===== src/rtl/muldiv_unit.sv =====
// rtl/muldiv_unit.sv - multi-cycle unsigned 8-bit multiply/divide unit; optional multiply early-out under MULDIV_EARLY_OUT_EN
module muldiv_unit #(
    parameter int WIDTH  = 8,
    parameter int REG_AW = 3
) (
    input  logic              clk,
    input  logic              rst_n,
    input  logic              start,
    input  logic              op,
    input  logic [WIDTH-1:0]  opa,
    input  logic [WIDTH-1:0]  opb,
    input  logic [REG_AW-1:0] dest,
    output logic              busy,
    output logic              done,
    output logic              wb_we,
    output logic [REG_AW-1:0] wb_rd,
    output logic [WIDTH-1:0]  result,
    output logic [WIDTH-1:0]  result_hi,
    output logic              div_zero
);

    localparam int CW = $clog2(WIDTH);

    typedef enum logic [1:0] {
        S_IDLE,
        S_RUN,
        S_DONE
    } state_t;

    state_t             state;
    logic               op_q;
    logic [CW-1:0]      cnt;

    // multiply datapath: multiplicand shifts left, multiplier shifts right
    logic [2*WIDTH-1:0] acc;
    logic [2*WIDTH-1:0] mcand;
    logic [WIDTH-1:0]   mplier;

    // divide datapath: dividend shifts out MSB-first into the partial remainder
    logic [WIDTH-1:0]   dvd;
    logic [WIDTH-1:0]   dvr;
    logic [WIDTH-1:0]   rem;
    logic [WIDTH-1:0]   quo;

    logic [2*WIDTH-1:0] acc_nx;
    logic [WIDTH:0]     div_trial;
    logic               div_keep;
    logic [WIDTH-1:0]   div_diff;
    logic [WIDTH-1:0]   rem_nx;
    logic [WIDTH-1:0]   quo_nx;
    logic               last_iter;
    logic               mul_finish;

    // write enable is simply the done pulse
    assign wb_we = done;

    // one shift-add / restoring-divide iteration computed from the current state
    always_comb begin
        acc_nx = acc;
        if (mplier[0]) begin
            acc_nx = acc + mcand;
        end
        // the remainder stays below the divisor, so the trial value fits in WIDTH+1 bits
        div_trial = {rem, dvd[WIDTH-1]};
        div_keep  = (div_trial >= {1'b0, dvr});
        // when kept, the true difference is below the divisor, so truncation is exact
        div_diff  = div_trial[WIDTH-1:0] - dvr;
        rem_nx    = div_keep ? div_diff : div_trial[WIDTH-1:0];
        quo_nx    = {quo[WIDTH-2:0], div_keep};
        last_iter = (cnt == CW'(WIDTH - 1));
`ifdef MULDIV_EARLY_OUT_EN
        // no multiplier bits left to consume after this iteration
        mul_finish = last_iter || (mplier[WIDTH-1:1] == '0);
`else
        mul_finish = last_iter;
`endif
    end

    // control FSM with registered status outputs and datapath registers
    always_ff @(posedge clk or negedge rst_n) begin
        if (!rst_n) begin
            state     <= S_IDLE;
            busy      <= 1'b0;
            done      <= 1'b0;
            div_zero  <= 1'b0;
            op_q      <= 1'b0;
            cnt       <= '0;
            acc       <= '0;
            mcand     <= '0;
            mplier    <= '0;
            dvd       <= '0;
            dvr       <= '0;
            rem       <= '0;
            quo       <= '0;
            wb_rd     <= '0;
            result    <= '0;
            result_hi <= '0;
        end else begin
            case (state)
                S_IDLE: begin
                    if (start) begin
                        state    <= S_RUN;
                        busy     <= 1'b1;
                        op_q     <= op;
                        wb_rd    <= dest;
                        div_zero <= 1'b0;
                        cnt      <= '0;
                        acc      <= '0;
                        mcand    <= {{WIDTH{1'b0}}, opa};
                        mplier   <= opb;
                        dvd      <= opa;
                        dvr      <= opb;
                        rem      <= '0;
                        quo      <= '0;
                    end
                end

                S_RUN: begin
                    cnt <= cnt + 1'b1;
                    if (op_q) begin
                        if (dvr == '0) begin
                            // divide by zero short-circuits after one cycle; dividend is still unshifted
                            state     <= S_DONE;
                            done      <= 1'b1;
                            div_zero  <= 1'b1;
                            result    <= '1;
                            result_hi <= dvd;
                        end else begin
                            rem <= rem_nx;
                            quo <= quo_nx;
                            dvd <= {dvd[WIDTH-2:0], 1'b0};
                            if (last_iter) begin
                                state     <= S_DONE;
                                done      <= 1'b1;
                                result    <= quo_nx;
                                result_hi <= rem_nx;
                            end
                        end
                    end else begin
                        acc    <= acc_nx;
                        mcand  <= {mcand[2*WIDTH-2:0], 1'b0};
                        mplier <= {1'b0, mplier[WIDTH-1:1]};
                        if (mul_finish) begin
                            state     <= S_DONE;
                            done      <= 1'b1;
                            result    <= acc_nx[WIDTH-1:0];
                            result_hi <= acc_nx[2*WIDTH-1:WIDTH];
                        end
                    end
                end

                S_DONE: begin
                    // start is not sampled here, so a restart needs a full idle cycle
                    state <= S_IDLE;
                    busy  <= 1'b0;
                    done  <= 1'b0;
                end

                default: begin
                    state <= S_IDLE;
                    busy  <= 1'b0;
                    done  <= 1'b0;
                end
            endcase
        end
    end

endmodule


===== config.mk =====
export PLATFORM = sky130hd
export DESIGN_NAME = muldiv_unit
export DESIGN_NICKNAME = d
export VERILOG_FILES = /design/src/rtl/muldiv_unit.sv
export SDC_FILE = /design/constraint.sdc
export NUM_CORES = 1
export LEC_CHECK = 0
export ABC_CLOCK_PERIOD_IN_PS = 2440
export BUFFER_PORTS_ARGS = -buffer_cell sky130_fd_sc_hd__clkbuf_2
export CORE_MARGIN = 1
export CORE_UTILIZATION = 57
export CTS_CLUSTER_DIAMETER = 120
export DETAILED_ROUTE_END_ITERATION = 10
export PLACE_DENSITY_LB_ADDON = 0.1
export SETUP_SLACK_MARGIN = 0.15
export SKIP_LAST_GASP = 1
export SLEW_MARGIN = 20
export SYNTH_ARGS = -nofsm -noshare
export SYNTH_HDL_FRONTEND = slang
export SYNTH_SLANG_ARGS = --single-unit

===== constraint.sdc =====
create_clock -name clk -period 2.44 [get_ports clk]
set_input_delay 0.61 -clock clk [delete_from_list [all_inputs] [get_ports clk]]
set_output_delay 0.61 -clock clk [all_outputs]
set_load 0.02 [all_outputs]

==> flow_metrics.py <==
metrics = {
    "synth": {
        "synthesized_netlist_net_count": 678,
        "synth_top_cells_by_count": "nand2_1, dfrtp_1, o21ai_0, a21oi_1, nor2_1",
        "postSynthCellCount": 628,
        "synth_enable_flop_cells": 0,
        "yosysWarningCount": 0,
        "mappedNetlistArea_sq_um": 5629,
        "synthArstFlopShare_pct": 100.0,
        "synth_top_area_cell": "dfrtp_1",
        "post_synth_num_cell_types": 59,
        "synth_largest_type_area_fraction_pct": 44.01,
        "synth.area.top_cells": "dfrtp_1, nand2_1, o21ai_0, ha_1, a21oi_1",
        "postSynthRegisterBits": 99,
        "synth_most_common_cell": "nand2_1",
        "avgSynthCellArea_sq_um": 8.964,
        "synth.yosys.seq_area_share_pct": 44.01,
        "synth_top_flop_cell": "dfrtp_1",
    },
    "critical_path": {
        "path_class": "reg2reg",
        "critical_path_cell_count": 10,
        "setup.reg_to_reg.worst_slack_ps": 140,
        "buf_inv_on_cp": 2,
        "path_cells": "inv_1 -> ha_2 -> inv_2 -> fa_2 -> a211oi_2 -> or4b_4 -> o2111ai_4 -> nor3b_4 -> o32ai_2 -> o211ai_1",
        "timing.critical_path.to": "result_hi[6]",
        "r2r.worst_path.cells": 10,
        "crit-reg2reg-capture": "result_hi[6]",
        "critical_path_peak_fanout": 3,
        "startpoint": "dvd[7]",
        "worst-endpoint-arrival_ps": 2550,
        "worstSetupStartpointType": "flip-flop",
        "end_kind": "flip-flop",
        "critPathTopFamily": "compound AO/OA/AOI/OAI gates",
        "cp_slowest_stage_delay_ps": 400,
        "cp_slowest_cell": "fa_2",
        "required_ps": 2690,
        "r2r-start": "dvd[7]",
    },
    "job": {
        "drv_cap": 0,
    },
    "timing": {
        "fmax_ghz": 0.4353,
        "final_max_slew_viol_count": 0,
        "finalCriticalPeriod_ps": 2297,
        "finalClockSkew_ps": 14.33,
        "slew_headroom_pct": 28.28,
        "rsz0062_at_grt": "yes",
        "timing.final.hold_violations": 0,
        "worst_slew_pin_slew_ps": 1075,
        "setup-violations-final": 0,
        "setup_slack_ps": 143.0,
        "post-route-period-util_pct": 94.14,
    },
    "detailed_routing": {
        "dr.first_iter.drc_count": 297,
        "drt-pass1-iter-count": 5,
        "route.final.wire_length_microns": 14670,
        "drc": 0,
        "drt-wirelength-per-cell_microns": 17.85,
        "drtAntennaViolNets": 0,
        "post_drt_via_cell_ratio": 6.022,
        "via_count": 4950,
    },
    "cells_and_area": {
        "n_antenna_cell": 0,
        "layout.cells.non_filler": 822,
        "layout-drive-gt1-share_pct": 20.78,
        "nets": 738,
        "flow.area_growth_from_synthesis_pct": 16.23,
        "post-route-util_pct": 69.49,
    },
    "power": {
        "fin_total_pwr_mw": 10.48,
        "peakVddDrop_mv": 0.7630,
        "power.density_nw_per_um2": 1602,
        "p_leak_nw": 2.977,
    },
    "placed_design": {
        "count_of_port_buffers_added_during_placement": 45,
        "finalWeightedCongestion": 0.9325,
        "preCtsSetupSlack_ps": 41.14,
        "hpwl_microns": 10910,
        "placedCellCount": 801,
    },
    "floorplanning": {
        "floorplan.io_pins": 46,
        "start_util_pct": 59.79,
        "placement_rows": 35,
        "die_h_microns": 101.4,
        "x_dimension_of_the_die_microns": 101.4,
        "die_area_sq_um": 10280,
        "design.core.area_sq_um": 9415,
    },
    "global_route": {
        "first_global_vias": 4811,
        "grt_pass1_wl_microns": 24090,
        "grt_antenna_before_repair": 0,
        "global_route.overflow_total": 0,
        "grt_usage_pct": 31.15,
        "grt_max_degree": 74,
    },
    "cts": {
        "cts_tree": "yes",
        "worstSkewPairLatency_ps": 380,
        "ctsLongestPathBuffers": 2,
        "clock_buffer_count_from_cts": 9,
        "clk_root_buffer_cell": "clkbuf_8",
        "cts-hold-fix-buffers": 0,
        "clkSlewWorstSetupHoldPaths_ps": 100,
        "cts_sink_count": 99,
        "h-tree-depth": 3,
    },
    "worst_hold_path": {
        "hold_path_class": "in2async",
    },
    "outcome": {
        "run_status": "completed",
    },
}
[layout by cell type, fill, tap and decap left out, types with 7 or more instances in the layout]
cell type  instances
a21o_1            10
a21oi_1           44
a21oi_2            7
a22o_1            24
a31oi_1           10
and2_1             8
buf_4             34
clkbuf_2          44
clkbuf_8           9
dfrtp_1           99
ha_1              14
ha_2               8
inv_1             17
mux2i_1            9
nand2_1          106
nor2_1            42
o211ai_1          10
o21a_1             7
o21ai_0           63
o21ai_1           10
xnor2_1            9
[how the worst min path moves through the flow]
stage	from	endpoint	slack, ps	cells past startpoint
after global routing	rst_n	quo[2]	140	1
after detailed placement	wb_rd[2]	wb_rd[2]	460	2
after CTS	rst_n	mcand[7]	140	1
after global placement	wb_rd[1]	wb_rd[1]	460	2
after floorplan	rst_n	acc[0]	310	0
final	rst_n	mcand[7]	130	1
[layer usage]
metal | vias up | GRT usage (%) | part of all wire, % | wire length (microns)
met2 | 131 | 52.01 | 48 | 7054
met1 | 2401 | 38.70 | 43 | 6312
met5 | - | 0 | 0 | 0
met4 | 0 | 15.83 | 4.5 | 666
li1 | 2377 | - | - | -
met3 | 41 | 6.004 | 4.3 | 638
[final cells by class]
cell class	count	area (sq um)
timing repair buffer	80	515.5
inverter	20	76.32
multi-input combinational	478	3114
sequential	99	2477
fill	810	2873
clock buffer	9	123.9
clock inverter	7	73.82
tap	129	161.4
[state kept, by name, summed over array words and instances (netlist names)]
| name | flops |
|---|---|
| op_q | 1 |
| busy | 1 |
| state | 2 |
| result_hi | 8 |
| result | 8 |
| div_zero | 1 |
| cnt | 3 |
| wb_rd | 3 |
| quo | 7 |
| dvd | 8 |
| acc | 16 |
| dvr | 8 |
| mplier | 8 |
| mcand | 16 |
| done | 1 |
| rem | 8 |
[logic make-up after synthesis]
logic type | after synthesis | synth area share, %
fa+ha+maj | 27 | 6.268
buf+inv | 51 | 3.734
compound gates | 225 | 25.23
flops | 99 | 44.01
mux | 16 | 2.978
simple gates | 195 | 15.45
xor+xnor | 15 | 2.334
[through the flow]
step,instance area [sq um],hold slack (ps),TNS (ps)
5_1_grt,6543,142.7,-23.61
2_1_floorplan,5629,314.4,0
6_report,6543,127.1,0
4_1_cts,6359,141.1,0
3_3_place_gp,6140,458.3,0
3_5_place_dp,6140,462.0,0
[power breakdown]
| group | leakage, nW | switching (mW) | internal [mW] |
|---|---|---|---|
| sequential | 1.24 | 0.641 | 2.36 |
| combinational | 1.64 | 3.73 | 2.67 |
| clock | 0.100 | 0.600 | 0.479 |
| total | 2.98 | 4.97 | 5.52 |
[what timing repair did]
item	CTS	global route
pin swaps	1	10
setup endpoints to repair	11	21
buffers inserted	1	4
resized for setup	3	39
No activity file was read; power rests on OpenSTA's default activity.
